[src/rtl/alu_issue_unit.sv]
// Issue/response sequencer between a valid/ready request port and an external ALU.
// Optional macro ALU_ISSUE_PIPE_EN lets RESP hand over straight to the next request.
module alu_issue_unit #(
    parameter int unsigned WIDTH   = 16,
    parameter int unsigned FPU_LAT = 2
) (
    input  logic             clk,
    input  logic             rst,
    input  logic             req_vld,
    output logic             req_rdy,
    input  logic [3:0]       req_op,
    input  logic [WIDTH-1:0] req_a,
    input  logic [WIDTH-1:0] req_b,
    output logic [WIDTH-1:0] alu_a,
    output logic [WIDTH-1:0] alu_b,
    output logic [3:0]       alu_ctrl,
    input  logic [WIDTH-1:0] alu_res,
    input  logic             alu_zero,
    input  logic             alu_ovf,
    output logic             rsp_vld,
    input  logic             rsp_rdy,
    output logic [WIDTH-1:0] rsp_data,
    output logic             rsp_zero,
    output logic             rsp_ovf,
    output logic             busy
);

    localparam logic [3:0] CntInit = 4'(FPU_LAT - 1);

    typedef enum logic [1:0] {StIdle, StExec, StFwait, StResp} state_e;

    state_e           state_q, state_d;
    logic [3:0]       cnt_q, cnt_d;
    logic [3:0]       op_q;
    logic [WIDTH-1:0] a_q, b_q;
    logic [WIDTH-1:0] data_q;
    logic             zero_q, ovf_q;

    logic accept;
    logic capture;
    logic req_is_fpu;

    assign req_is_fpu = (req_op[3:1] == 3'b111);

    // Qualified with rst so the port reads 0 while reset is held.
`ifdef ALU_ISSUE_PIPE_EN
    assign req_rdy = !rst && ((state_q == StIdle) || (state_q == StResp && rsp_rdy));
`else
    assign req_rdy = !rst && (state_q == StIdle);
`endif

    assign accept = req_vld && req_rdy;

    always_comb begin
        state_d = state_q;
        cnt_d   = cnt_q;
        capture = 1'b0;
        unique case (state_q)
            StIdle: begin
                if (accept) begin
                    state_d = req_is_fpu ? StFwait : StExec;
                    cnt_d   = req_is_fpu ? CntInit : 4'd0;
                end
            end
            StExec: begin
                capture = 1'b1;
                state_d = StResp;
            end
            StFwait: begin
                if (cnt_q == 4'd0) begin
                    capture = 1'b1;
                    state_d = StResp;
                end else begin
                    cnt_d = cnt_q - 4'd1;
                end
            end
            StResp: begin
                if (rsp_rdy) begin
                    state_d = StIdle;
                    if (accept) begin
                        state_d = req_is_fpu ? StFwait : StExec;
                        cnt_d   = req_is_fpu ? CntInit : 4'd0;
                    end
                end
            end
            default: state_d = StIdle;
        endcase
    end

    always_ff @(posedge clk or posedge rst) begin
        if (rst) begin
            state_q <= StIdle;
            cnt_q   <= 4'd0;
            op_q    <= 4'd0;
            a_q     <= '0;
            b_q     <= '0;
            data_q  <= '0;
            zero_q  <= 1'b0;
            ovf_q   <= 1'b0;
        end else begin
            state_q <= state_d;
            cnt_q   <= cnt_d;
            if (accept) begin
                op_q <= req_op;
                a_q  <= req_a;
                b_q  <= req_b;
            end
            if (capture) begin
                data_q <= alu_res;
                zero_q <= alu_zero;
                // Overflow is only meaningful for FPU ops.
                ovf_q  <= (state_q == StFwait) ? alu_ovf : 1'b0;
            end
        end
    end

    assign alu_a    = a_q;
    assign alu_b    = b_q;
    assign alu_ctrl = op_q;
    assign rsp_vld  = (state_q == StResp);
    assign rsp_data = data_q;
    assign rsp_zero = zero_q;
    assign rsp_ovf  = ovf_q;
    assign busy     = (state_q != StIdle);

endmodule

[config.mk]
export PLATFORM = sky130hd
export DESIGN_NAME = alu_issue_unit
export DESIGN_NICKNAME = d
export VERILOG_FILES = /design/src/rtl/alu_issue_unit.sv
export SDC_FILE = /design/constraint.sdc
export NUM_CORES = 1
export LEC_CHECK = 0
export ABC_CLOCK_PERIOD_IN_PS = 2100
export BUFFER_PORTS_ARGS = -buffer_cell sky130_fd_sc_hd__buf_2
export CAP_MARGIN = 0
export CORE_MARGIN = 10
export CORE_UTILIZATION = 47
export CTS_BUF_LIST = sky130_fd_sc_hd__clkbuf_16
export CTS_CLUSTER_SIZE = 30
export DETAILED_ROUTE_END_ITERATION = 12
export PLACE_DENSITY = 0.9
export SLEW_MARGIN = 30
export SYNTH_ARGS = -nofsm -noshare
export SYNTH_HDL_FRONTEND = slang
export SYNTH_SLANG_ARGS = --single-unit
[constraint.sdc]
create_clock -name clk -period 2.1 [get_ports clk]
set_input_delay 0.315 -clock clk [delete_from_list [all_inputs] [get_ports clk]]
set_output_delay 0.315 -clock clk [all_outputs]
set_load 0.01 [all_outputs]
==> Yosys cells after proc, flatten, opt, wreduce, memory -nomap -nowiden <==
Cells that the tools add are included.
Widths: inputs -> output; s select.
{ "word_totals": {"word_cells": 40, "regBits": 60, "output_inout_bits": 57} }
{ "op_classes": {"n_addsub": 1, "mux": 14, "n_eq_ne": 8, "reduce_logical": 9} }
{ "op_table": {"columns": ["cell", "count"], "rows": [
  ["$mux 4", 3],
  ["$pmux 4 s3", 1],
  ["$mux 2", 5],
  ["$pmux 2 s4", 1],
  ["$ne 2x2->1 const B", 3],
  ["$reduce_and 3->1", 2],
  ["$eq 2x2->1 const B", 2],
  ["$logic_not 4->1", 1],
  ["$sub 4x1->4 const B", 1],
  ["$eq 3x3->1 const B", 1],
  ["$mux 1", 3],
  ["$reduce_bool 3->1", 1],
  ["$eq 2x1->1 const B", 1],
  ["$logic_and 1x1->1", 2],
  ["$logic_not 2->1", 1],
  ["$ne 2x1->1 const B", 1],
  ["$pmux 1 s2", 1],
  ["$reduce_bool 2->1", 1],
  ["$logic_not 1->1", 1]
]} }

==> Logic depth before layout (Yosys ltp) <==
{ "depth": {"word_depth": 6, "mapped_depth": 7, "depth_no_buf": 5} }

==> Least setup slack after synthesis <==
Ideal clock, no wire load.
{ "synth_path": {"path_type": "reg-to-reg", "startpoint": "register cnt_q[0]", "endpoint": "register data_q[0], in the netlist rsp_data[0]", "arrival_time_ps": 1598, "period_less_slack_ps": 1723, "setup_slack_ps": 377, "path_stages_with_launch": 7, "t_required_ps": 1975, "cell_sequence": "dfrtp_1 -> inv_1 -> ha_1 -> and4bb_4 -> o21ai_4 -> buf_12 -> mux2_4"} }
{ "synth_between": {"elab_chain_cells": 3} }
{ "synth_lines": {"columns": ["element", "line", "source"], "rows": [
  ["start: declaration", "33", "logic [3:0] cnt_q, cnt_d;"],
  ["start signal: assignment", "102", "cnt_q <= cnt_d;"],
  ["$logic_not 4->1", "70", "if (cnt_q == 4'd0) begin"],
  ["$mux 1", "70", null],
  ["$pmux 1 s2", "58", "unique case (state_q)"],
  ["end signal: assignment", "109", "data_q <= alu_res;"],
  ["end: declaration", "36", "logic [WIDTH-1:0] data_q;"]
]} }
Every way passes these cells.
A chain may end at the register's enable or synchronous reset.

==> Worst setup path after layout <==
{ "layout_path": {"startpoint": "register cnt_q[0]", "endpoint": "register zero_q, in the netlist rsp_zero"} }
{ "layout_between": {"elab_chain_cells": 3} }
{ "layout_lines": {"columns": ["element", "line", "source"], "rows": [
  ["$logic_not 4->1", "70", null],
  ["$mux 1", "70", null],
  ["$pmux 1 s2", "58", null],
  ["end signal: assignment", "110", "zero_q <= alu_zero;"],
  ["end: declaration", "37", "logic zero_q, ovf_q;"]
]} }
Every way passes these cells.

==> summary.md <==
Run status
- outcome: finished, final reports clean

STA
- final worst-path setup slack: 0.327 ns
- clock period minus worst slack: 1.77 ns
- Fmax: 564 MHz
- Slew Limit Headroom: 65.5%
- total negative slack for setup checks: 0 ns
- share of the cycle needed by the critical path after routing: 84.4%
- RSZ-0062 raised after global routing: false
- slew at the pin closest to its max-slew limit: 0.517 ns
- Final Max Slew Viols: 0
- Final Skew: 0.00599 ns
- final setup violating endpoints: 0
- Final Hold Fails: 0

Clocking
- cts bufs inserted: 9
- post-cts hold buffer count: 0
- CTS H-tree depth: 3
- library cell used as clock root buffer: sky130_fd_sc_hd__clkbuf_16
- maximum buffer depth of the clock tree: 2
- number of buffers inserted to repair setup after CTS: 0
- total of cells resized after clock tree synthesis: 0
- clock latency of the later-clocked register in the worst-skew pair: 0.31 ns
- clock tree from TritonCTS: built
- Clock Sinks: 60
- clock slew at reported path FFs: 0.05 ns

Logic synthesis
- post-synthesis cell area: 2590 um^2
- flip-flop cell with the highest count after synthesis: sky130_fd_sc_hd__dfrtp_1
- mean area per synthesized cell: 10.5 um^2
- share of async-settable or async-resettable flops after synthesis: 100%
- synthesized instance count: 247
- Synth area leaders: sky130_fd_sc_hd__dfrtp_1 (58%), sky130_fd_sc_hd__nand2_1 (16%), sky130_fd_sc_hd__mux2_4 (5.2%)
- count of flip-flops with a built-in enable after synthesis: 0
- Synth top area share: 58.1%
- largest area contributor in the netlist: sky130_fd_sc_hd__dfrtp_1
- Post-Syn Nets: 311
- sequential area share after synthesis: 58.1%
- post-synthesis cell type count: 38
- warnings from Yosys: 0
- #FFs+latches synth: 60

Final layout
- antenna diode count: 0
- non-filler instance count after layout: 443
- total number of nets in the final design: 432
- number of filler instances in the final layout: 419
- share of final-layout standard cells stronger than drive strength 1: 41.3%
- Layout Area Growth over Synthesis: 39.2%

Route
- violation count after the first detailed-route iteration: 75
- Vias/cell: 4.87
- drt drc: 0
- post-detailed-route wirelength per cell: 15.5 um
- Initial DRT Pass Iterations: 4
- count of nets left with antenna violations after detail routing: 0
- total vias in the final route: 2156
- routed wire length: 6.86 mm

Placed design
- IO buf count: 114
- last weighted congestion value of the routability-driven placer: 0.906
- Inst Count DP: 427
- placed wire-length estimate after detailed placement: 5.26 mm
- worst slack after detailed placement: 0.349 ns

Global routing
- global router's overall resource usage: 15.7%
- vias in the first global route: 2351
- global-route congestion overflow total: 0
- antenna violations before repair: 0
- wire length of the first global-routing pass: 11.2 mm
- maximum number of pins on one net before global-route repair: 39

Floorplan
- Die Width: 94.2 um
- height of the die: 94.2 um
- Core Footprint: 5240 um^2
- area of the die: 8870 um^2
- initial core utilization: 49.4%
- Cell Rows: 26
- number of top-level design ports: 115

Pwr
- total power: 6.20 mW
- power density over the cells: 1720 nW/um^2
- VDD IR max: 0.000760 V
- leakage power summed over all cells: 2.00 nW

Flow run
- number of max-cap violations: 0

Critical path
- Worst Setup Start Kind: register
- Max FO, Critical Path: 18
- startpoint-to-endpoint class of the critical path: register to register
- data arrival time of the critical path: 1.96 ns
- data required time at the worst endpoint: 2.29 ns
- critical path capture point type: register

Worst hold path
- type of the tightest min-delay check: input port to asynchronous set/reset pin

synth_stat cells (all sizes together) (2+ instances only):
master   count
a2bb2oi      2
nand2      109
buf          6
nand2b       2
a211oi       2
dfrtp       60
inv         10
nor4         2
mux2        17
ha           6
o21ai        3
nor3         2
clkbuf       4
final cells by class:
class | instances | area (um^2) | area share (%)
clock buffers | 9 | 225 | 6.26
well taps | 70 | 87.6 | 2.43
inverters | 10 | 37.5 | 1.04
clock inverters | 7 | 108 | 2.99
flip-flops and latches | 60 | 1500 | 41.7
multi-input cells | 167 | 987 | 27.4
repair buffers | 120 | 653 | 18.1
cell usage in the layout (no fill, tap or decap), types with 2 or more instances in the layout:
cell	synthesis	layout
sky130_fd_sc_hd__buf_2	5	114
sky130_fd_sc_hd__nand2_1	109	109
sky130_fd_sc_hd__dfrtp_1	60	60
sky130_fd_sc_hd__inv_1	10	11
sky130_fd_sc_hd__mux2_4	9	9
sky130_fd_sc_hd__clkbuf_16	0	9
sky130_fd_sc_hd__mux2_2	8	8
sky130_fd_sc_hd__ha_1	6	6
sky130_fd_sc_hd__bufinv_16	0	3
sky130_fd_sc_hd__buf_12	1	3
sky130_fd_sc_hd__buf_4	0	3
sky130_fd_sc_hd__a2bb2oi_1	2	2
sky130_fd_sc_hd__o21ai_0	2	2
sky130_fd_sc_hd__nor4_1	2	2
sky130_fd_sc_hd__a211oi_1	2	2
sky130_fd_sc_hd__nand2b_1	2	2
sky130_fd_sc_hd__nor3_1	2	2
sky130_fd_sc_hd__clkinv_2	0	2
report_power, final:
part | total (mW) | internal (mW) | switching (mW)
clock | 1.62 | 1.14 | 0.472
sequential | 2.10 | 1.76 | 0.341
combinational | 2.49 | 1.21 | 1.27
total | 6.20 | 4.11 | 2.09
through the flow:
stage / util, % / instance area [um^2] / hold WS [ns]
6_report: 68.7 / 3600 / 0.0591
5_1_grt: 68.7 / 3600 / 0.0955
3_3_place_gp: 62.4 / 3270 / 0.395
3_5_place_dp: 62.4 / 3270 / 0.405
4_1_cts: 68.7 / 3600 / 0.0695
2_1_floorplan: - / 2590 / 0.420
state kept, by name, summed over array words and instances (netlist names):
register and cells:
alu_a 16, alu_b 16, rsp_data 16, alu_ctrl 4, cnt_q 4, state_q 2
rsp_ovf 1, rsp_zero 1
path summary, 6_finish.rpt:
check	from	endpoint	slack [ns]	cells past startpoint
setup / recovery	cnt_q[0]	rsp_zero	0.33	6
hold reg to reg	alu_b[8]	alu_b[8]	0.47	2
setup reg to reg	cnt_q[0]	rsp_zero	0.33	6
hold / removal	rst	alu_a[10]	0.06	2
max in group asynchronous	rst	cnt_q[0]	1.47	3
min in group clk	req_b[8]	alu_b[8]	0.19	3
critical path, stage by stage, from the launching register on:
cell                       delay, ns
sky130_fd_sc_hd__dfrtp_1        0.41
sky130_fd_sc_hd__inv_1          0.10
sky130_fd_sc_hd__ha_1           0.23
sky130_fd_sc_hd__and4bb_4       0.23
sky130_fd_sc_hd__o21ai_4        0.14
sky130_fd_sc_hd__buf_12         0.18
sky130_fd_sc_hd__mux2_2         0.35
layer usage:
| layer | GRT usage (%) | share of wire [%] | vias to the layer above |
|---|---|---|---|
| met3 | 7.75 | 11 | 8 |
| met5 | 0 | 0 | - |
| met4 | 6.46 | 1.2 | 0 |
| li1 | - | - | 1051 |
| met1 | 17.2 | 41 | 1009 |
| met2 | 25.2 | 47 | 88 |
cell families (layout without fill, tap and decap cells):
logic type	count (synthesis)	after routing	share of synthesized area (%)
simple gates	125	125	20.5
flops	60	60	58.1
buf+inv	20	146	3.77
compound gates	18	18	5.66
mux	18	18	9.10
fa+ha+maj	6	6	2.90
(Power assumes the default switching activity.)
